[src/rtl/ysyx_25040105_mc_ctrl_if.sv]
// Instruction and data memory handshake bundle for the multi-cycle sequencer.
// master: the core sequencer; slave: the memory / bus model.
interface ysyx_25040105_mc_ctrl_if #(
  parameter int XLEN = 32
);
  logic            imem_req_valid;
  logic            imem_req_ready;
  logic [XLEN-1:0] imem_req_addr;
  logic            imem_rsp_valid;
  logic [31:0]     imem_rsp_data;

  logic            dmem_req_valid;
  logic            dmem_req_ready;
  logic            dmem_req_we;
  logic [XLEN-1:0] dmem_req_addr;
  logic            dmem_rsp_valid;

  modport master (
    output imem_req_valid, imem_req_addr,
    input  imem_req_ready, imem_rsp_valid, imem_rsp_data,
    output dmem_req_valid, dmem_req_we, dmem_req_addr,
    input  dmem_req_ready, dmem_rsp_valid
  );

  modport slave (
    input  imem_req_valid, imem_req_addr,
    output imem_req_ready, imem_rsp_valid, imem_rsp_data,
    input  dmem_req_valid, dmem_req_we, dmem_req_addr,
    output dmem_req_ready, dmem_rsp_valid
  );
endinterface

[src/rtl/ysyx_25040105_mc_ctrl.sv]
// Multi-cycle core sequencer: owns PC and instruction register, walks each
// instruction through fetch / execute / memory / writeback over valid-ready
// memory handshakes, and reports retirement and halt status.
module ysyx_25040105_mc_ctrl #(
  parameter int              XLEN     = 32,
  parameter logic [XLEN-1:0] RESET_PC = XLEN'(32'h8000_0000),
  parameter int unsigned     TIMEOUT  = 1024
) (
  input  logic                          clk,
  input  logic                          rst,
  ysyx_25040105_mc_ctrl_if.master       bus,
  output logic [31:0]                   inst,
  output logic [XLEN-1:0]               pc,
  input  logic                          dec_is_load,
  input  logic                          dec_is_store,
  input  logic                          dec_is_ebreak,
  input  logic                          dec_jump_en,
  input  logic                          dec_reg_wen,
  input  logic [XLEN-1:0]               exu_jump_addr,
  input  logic [XLEN-1:0]               exu_mem_addr,
  input  logic                          a0_is_zero,
  output logic                          rf_wen,
  output logic                          rf_wsel_mem,
  output logic                          commit_valid,
  output logic [XLEN-1:0]               commit_pc,
  output logic                          halted,
  output logic [1:0]                    exit_code
);

  typedef enum logic [2:0] {
    S_IDLE, S_F_REQ, S_F_WAIT, S_EXEC, S_M_REQ, S_M_WAIT, S_WB, S_HALT
  } state_t;

  typedef enum logic [1:0] {
    EXIT_GOOD, EXIT_BAD, EXIT_TIMEOUT, EXIT_MISALIGN
  } exit_t;

  localparam int unsigned   WDW       = $clog2(TIMEOUT + 1);
  localparam logic [WDW-1:0] WDOG_LAST = WDW'(TIMEOUT - 1);

  state_t          state;
  logic [WDW-1:0]  wdog;
  logic            imem_req_valid_q;
  logic [XLEN-1:0] next_pc;

  assign next_pc = dec_jump_en ? exu_jump_addr : pc + XLEN'(4);

  assign bus.imem_req_valid = imem_req_valid_q;
  assign bus.imem_req_addr  = pc;

  // Data request and RF strobes follow the live decode inputs in their state.
  always_comb begin
    bus.dmem_req_valid = (state == S_M_REQ);
    bus.dmem_req_we    = (state == S_M_REQ) & dec_is_store;
    bus.dmem_req_addr  = exu_mem_addr;
    rf_wen             = (state == S_WB) & dec_reg_wen & ~dec_is_store;
    rf_wsel_mem        = (state == S_WB) & dec_is_load;
  end

  // Sequencer FSM with registered fetch valid, commit and halt outputs.
  // The watchdog is cleared by default and only advances while a wait state holds.
  always_ff @(posedge clk) begin
    if (rst) begin
      state            <= S_IDLE;
      pc               <= RESET_PC;
      inst             <= '0;
      wdog             <= '0;
      imem_req_valid_q <= 1'b0;
      commit_valid     <= 1'b0;
      commit_pc        <= '0;
      halted           <= 1'b0;
      exit_code        <= '0;
    end else begin
      commit_valid <= 1'b0;
      wdog         <= '0;
      case (state)
        S_IDLE: begin
          state            <= S_F_REQ;
          imem_req_valid_q <= (pc[1:0] == 2'b00);
        end
        S_F_REQ: begin
          if (pc[1:0] != 2'b00) begin
            state     <= S_HALT;
            halted    <= 1'b1;
            exit_code <= EXIT_MISALIGN;
          end else if (bus.imem_req_ready) begin
            state            <= S_F_WAIT;
            imem_req_valid_q <= 1'b0;
          end else if (wdog == WDOG_LAST) begin
            state            <= S_HALT;
            halted           <= 1'b1;
            exit_code        <= EXIT_TIMEOUT;
            imem_req_valid_q <= 1'b0;
          end else begin
            wdog <= wdog + WDW'(1);
          end
        end
        S_F_WAIT: begin
          if (bus.imem_rsp_valid) begin
            inst  <= bus.imem_rsp_data;
            state <= S_EXEC;
          end else if (wdog == WDOG_LAST) begin
            state     <= S_HALT;
            halted    <= 1'b1;
            exit_code <= EXIT_TIMEOUT;
          end else begin
            wdog <= wdog + WDW'(1);
          end
        end
        S_EXEC: begin
          if (dec_is_ebreak) begin
            state     <= S_HALT;
            halted    <= 1'b1;
            exit_code <= a0_is_zero ? EXIT_GOOD : EXIT_BAD;
          end else if (dec_is_load | dec_is_store) begin
            state <= S_M_REQ;
          end else begin
            state        <= S_WB;
            commit_valid <= 1'b1;
            commit_pc    <= pc;
          end
        end
        S_M_REQ: begin
          if (bus.dmem_req_ready) begin
            state <= S_M_WAIT;
          end else if (wdog == WDOG_LAST) begin
            state     <= S_HALT;
            halted    <= 1'b1;
            exit_code <= EXIT_TIMEOUT;
          end else begin
            wdog <= wdog + WDW'(1);
          end
        end
        S_M_WAIT: begin
          if (bus.dmem_rsp_valid) begin
            state        <= S_WB;
            commit_valid <= 1'b1;
            commit_pc    <= pc;
          end else if (wdog == WDOG_LAST) begin
            state     <= S_HALT;
            halted    <= 1'b1;
            exit_code <= EXIT_TIMEOUT;
          end else begin
            wdog <= wdog + WDW'(1);
          end
        end
        S_WB: begin
          pc               <= next_pc;
          state            <= S_F_REQ;
          imem_req_valid_q <= (next_pc[1:0] == 2'b00);
        end
        S_HALT: begin
          state <= S_HALT;
        end
        default: begin
          state <= S_IDLE;
        end
      endcase
    end
  end

endmodule

[src/flat_wrapper.sv]
// flat-port wrapper written by rule: the top's interface ports become plain ports
module ysyx_25040105_mc_ctrl_flat 
#(
  parameter int              XLEN     = 32,
  parameter logic [XLEN-1:0] RESET_PC = XLEN'(32'h8000_0000),
  parameter int unsigned     TIMEOUT  = 1024
)
  (clk, rst, inst, pc, dec_is_load, dec_is_store, dec_is_ebreak, dec_jump_en, dec_reg_wen, exu_jump_addr, exu_mem_addr, a0_is_zero, rf_wen, rf_wsel_mem, commit_valid, commit_pc, halted, exit_code, bus_imem_req_valid, bus_imem_req_addr, bus_imem_req_ready, bus_imem_rsp_valid, bus_imem_rsp_data, bus_dmem_req_valid, bus_dmem_req_we, bus_dmem_req_addr, bus_dmem_req_ready, bus_dmem_rsp_valid);
  ysyx_25040105_mc_ctrl_if #(.XLEN(XLEN)) bus_i ();
  input  logic clk;
  input  logic rst;
  output logic [31:0] inst;
  output logic [XLEN-1:0] pc;
  input  logic dec_is_load;
  input  logic dec_is_store;
  input  logic dec_is_ebreak;
  input  logic dec_jump_en;
  input  logic dec_reg_wen;
  input  logic [XLEN-1:0] exu_jump_addr;
  input  logic [XLEN-1:0] exu_mem_addr;
  input  logic a0_is_zero;
  output logic rf_wen;
  output logic rf_wsel_mem;
  output logic commit_valid;
  output logic [XLEN-1:0] commit_pc;
  output logic halted;
  output logic [1:0] exit_code;
  output wire logic [$bits(bus_i.imem_req_valid)-1:0] bus_imem_req_valid;
  output wire logic [$bits(bus_i.imem_req_addr)-1:0] bus_imem_req_addr;
  input wire logic [$bits(bus_i.imem_req_ready)-1:0] bus_imem_req_ready;
  input wire logic [$bits(bus_i.imem_rsp_valid)-1:0] bus_imem_rsp_valid;
  input wire logic [$bits(bus_i.imem_rsp_data)-1:0] bus_imem_rsp_data;
  output wire logic [$bits(bus_i.dmem_req_valid)-1:0] bus_dmem_req_valid;
  output wire logic [$bits(bus_i.dmem_req_we)-1:0] bus_dmem_req_we;
  output wire logic [$bits(bus_i.dmem_req_addr)-1:0] bus_dmem_req_addr;
  input wire logic [$bits(bus_i.dmem_req_ready)-1:0] bus_dmem_req_ready;
  input wire logic [$bits(bus_i.dmem_rsp_valid)-1:0] bus_dmem_rsp_valid;
  assign bus_imem_req_valid = bus_i.imem_req_valid;
  assign bus_imem_req_addr = bus_i.imem_req_addr;
  assign bus_i.imem_req_ready = bus_imem_req_ready;
  assign bus_i.imem_rsp_valid = bus_imem_rsp_valid;
  assign bus_i.imem_rsp_data = bus_imem_rsp_data;
  assign bus_dmem_req_valid = bus_i.dmem_req_valid;
  assign bus_dmem_req_we = bus_i.dmem_req_we;
  assign bus_dmem_req_addr = bus_i.dmem_req_addr;
  assign bus_i.dmem_req_ready = bus_dmem_req_ready;
  assign bus_i.dmem_rsp_valid = bus_dmem_rsp_valid;
  ysyx_25040105_mc_ctrl #(.XLEN(XLEN), .RESET_PC(RESET_PC), .TIMEOUT(TIMEOUT)) u_core (.clk(clk), .rst(rst), .bus(bus_i), .inst(inst), .pc(pc), .dec_is_load(dec_is_load), .dec_is_store(dec_is_store), .dec_is_ebreak(dec_is_ebreak), .dec_jump_en(dec_jump_en), .dec_reg_wen(dec_reg_wen), .exu_jump_addr(exu_jump_addr), .exu_mem_addr(exu_mem_addr), .a0_is_zero(a0_is_zero), .rf_wen(rf_wen), .rf_wsel_mem(rf_wsel_mem), .commit_valid(commit_valid), .commit_pc(commit_pc), .halted(halted), .exit_code(exit_code));
endmodule
[config.mk]
export PLATFORM = sky130hd
export DESIGN_NAME = ysyx_25040105_mc_ctrl_flat
export DESIGN_NICKNAME = d
export VERILOG_FILES = /design/src/rtl/ysyx_25040105_mc_ctrl_if.sv /design/src/rtl/ysyx_25040105_mc_ctrl.sv /design/src/flat_wrapper.sv
export SDC_FILE = /design/constraint.sdc
export NUM_CORES = 1
export LEC_CHECK = 0
export CAP_MARGIN = 0
export CORE_MARGIN = 2
export CORE_UTILIZATION = 41
export CTS_CLUSTER_SIZE = 30
export DETAILED_ROUTE_END_ITERATION = 10
export HOLD_SLACK_MARGIN = 0.1
export PLACE_DENSITY = 0.8
export SLEW_MARGIN = 40
export SYNTH_ARGS = -nofsm -noshare
export SYNTH_HDL_FRONTEND = slang
export SYNTH_SLANG_ARGS = --single-unit
[constraint.sdc]
create_clock -name clk -period 2.8 [get_ports clk]
set_input_delay 0.56 -clock clk [delete_from_list [all_inputs] [get_ports clk]]
set_output_delay 0.56 -clock clk [all_outputs]
set_load 0.005 [all_outputs]
==> run metrics, run 1 <==
outcome completed; Vias between 5,000 and 6,000; Ys Warns 0; Worst EP required approximately 2.2 ns; worst skew pair latency roughly 0.41 ns; register area share after synthesis 39.7%; first-pass GRT wire length 25,900 um; Non-Filler Instances 1,083; Crit Reg-Reg Endpoint u_core.bus.imem_req_addr[20]$_SDFFE_PP0N_; Critical Path Sink bus_dmem_req_we; Yosys reg bits approximately 120; min cycle time layout roughly 2.5 ns; die area 0.0151 mm^2; area share of the largest cell type after synthesis 39.7%; Synth Instances ~760; Final Hold Viols 0; CTS Buf Count 17; area leader, netlist dfxtp_1; initial DRC count between 400 and 500; max_slew headroom a little under half; FF-to-FF path depth 6; Pre-antenna DRT Iters 5; RSZ-0062 raised after global routing false; CTS max path bufs 2; largest net degree at the start of global routing 64; n_diodes 0; Die Y-Extent 123 um; worst hold start u_core.inst[1]$_SDFFE_PP0P_; Netlist Area Pre-Place ~0.0058 mm^2; CP Capture Type output port; DP Area ~0.0075 mm^2; fin. max-slew vios 0; register area about 0.0023 mm^2; Pleak 2.72 nW; DP Worst Slack ~0.47 ns; largest family of logic cells by synthesized area simple AND/OR/NAND/NOR gates; Reg clk slew, reported paths 0.05 ns; WL final between 15,000 and 20,000 um; Fill cells ~1,300; post-synthesis mux area share under 10%; Setup TNS 0 ns; pwr/cell area 506 mW/mm^2; Mapped Nets roughly 870; Layout area overhead 39.2%; crit path kind flop to output port; die width ~120 um; vias in the first global route ~5,200; share of cells above drive strength 1 under 10%; I/O Pins around 280; Routability Congestion approximately 0.81; async set-reset flop share out of synthesis 0%; Final ANT Viol Nets 0; Slowest-stage cell, CP dfxtp_2; actual slew at the worst max-slew pin between 0.7 and 0.8 ns; XOR/XNOR Fraction of Synth Area about 1.4%; crit-path max FO 18; EDFF count, synth 0; row cnt 43; port bufs about 210; hold_buf cts 0; post-cts resize count 0; maximum clock rate about 400 MHz; H-tree depth 4; post-DR wirelength/cell about 15 um; count leader, synth nand2_1; GRT Total Usage 21.7%; initial antenna violation count 0; final setup vio count 0; grt ovf 0; synth top area cells dfxtp_1 40%, nand2_1 11%, a21oi_1 8.7%; Worst Setup SP u_core.state[2]$_SDFF_PP0_; Mean Syn Cell Area between 7 and 8 um^2; Synth Area in Compound Gates 18.6%; crit-path max cell delay 0.50 ns; dpl cells between 1,000 and 1,500; residual DRC count 0; postcts setup bufs 0; clk_skew between 0.007 and 0.008 ns; most instantiated cells after synthesis 175 x nand2_1, 115 x dfxtp_1, 101 x a21oi_1, 65 x buf_4, 42 x nor2_1; fin nets ~1,000; CTS root buf clkbuf_16; Arrival @ worst endpoint a little under 2 ns; Initial Util a little over two fifths; area occupied by multi-input gates around 0.0028 mm^2; Via density 5.31; Max-Cap Viols 0; CTS tree yes; adder-cell area share of the yosys netlist less than 1%; main flop type after synthesis dfxtp_1; Synth Area in Simple Gates around 26%; worst vdd ir between 0.0003 and 0.0004 V; hold crit path type flop to flop; fin area slightly above 0.008 mm^2; placeable core region around 0.014 mm^2; r2r startpoint u_core.bus.imem_req_addr[2]$_SDFFE_PP0N_; crit share post-route between 90% and 100%; Worst Setup Start Kind flop; CTS Sinks ~120; worst-path cell chain nor2b_1, and3_1, clkdlybuf4s50_1; Worst R2R Setup Slack around 0.60 ns; Yosys cell types ~60; dpl hpwl roughly 11,000 um; PnR worst setup slack 0.256 ns
-- per-layer routing --
metal,track usage (%),share of wire (%),wire length [um]
met1,25.4,41,6690
met2,35.8,49,7980
met3,8.16,9.2,1510
met4,8.59,1.6,263
met5,0,0,0
-- registers in the layout, summed over array words and instances (netlist names) --
register,cells
u_core.wdog,11
u_core.inst,32
u_core.halted,1
u_core.bus.imem_req_addr,32
u_core.exit_code,2
u_core.state,3
u_core.commit_valid,1
u_core.commit_pc,32
u_core.bus.imem_req_valid,1
-- cell families after synthesis --
group	Yosys count
compound gates	183
buf+inv	123
flops	115
fa+ha+maj	2
mux	9
xor+xnor	9
simple gates	317
-- per-stage QoR --
| stage | hold WS (ns) | utilization [%] | power, W |
|---|---|---|---|
| floorplan | 0.423 | - | 0.00200 |
| detailed placement | 0.446 | 54.6 | 0.00218 |
| global route | 0.467 | 58.4 | 0.00426 |
| CTS | 0.452 | 58.4 | 0.00412 |
| finish | 0.450 | 58.4 | 0.00408 |
| global placement | 0.440 | 54.6 | 0.00218 |
-- placed cells by master (no fill, tap or decap), drive strengths merged, types with 8 or more instances in the layout --
cell type        n
clkdlybuf4s50  210
nand2          175
dfxtp          115
a21oi          101
nor2            42
clkbuf          27
nand3           20
o21ai           19
buf             18
a31oi           13
nand4           10
nor3            10
and3             9
nor4             8
mux2i            8
-- area by class of cell --
cell class	count	area share, %
Clock buffer	27	6.23
Sequential cell	115	28.5
Clock inverter	5	0.310
Multi-Input combinational cell	520	34.1
Inverter	8	0.372
Tap cell	180	2.79
Timing Repair Buffer	228	27.7
-- worst max-delay path, delay by kind of cell (launching register included) --
kind                   cells  cell delay (ns)
flip-flops                 1             0.50
buffers and inverters      1             0.49
AND/OR/NAND/NOR            2             0.59
-- power breakdown --
group / switching [W] / leakage (nW) / internal [W]
clock: 0.000717 / 0.265 / 0.00121
sequential: 0.0000430 / 0.929 / 0.00168
combinational: 0.000203 / 1.52 / 0.000231
total: 0.000963 / 2.72 / 0.00312
-- worst min-delay path by stage --
stage                                                    to  slack, ns  depth (start not counted)
final                           u_core.inst[1]$_SDFFE_PP0P_       0.45                          2
after global routing      u_core.commit_pc[13]$_SDFFE_PP0P_       0.47                          2
after CTS                  u_core.commit_pc[1]$_SDFFE_PP0P_       0.45                          2
after detailed placement   u_core.commit_pc[0]$_SDFFE_PP0P_       0.45                          2
after floorplan                  u_core.wdog[10]$_SDFF_PP0_       0.42                          2
after global placement           u_core.wdog[10]$_SDFF_PP0_       0.44                          2
No activity file was read; power rests on OpenSTA's default activity.
==> run 2: changes to the inputs <==
ABC_CLOCK_PERIOD_IN_PS = 2800   (was default)
SETUP_SLACK_MARGIN = 0.1   (was default)
==> results of run 2 <==
The final DEF is identical to that of run 1; final timing and power are the same.
Main changes from that run: number of gates resized after CTS 0 -> 1
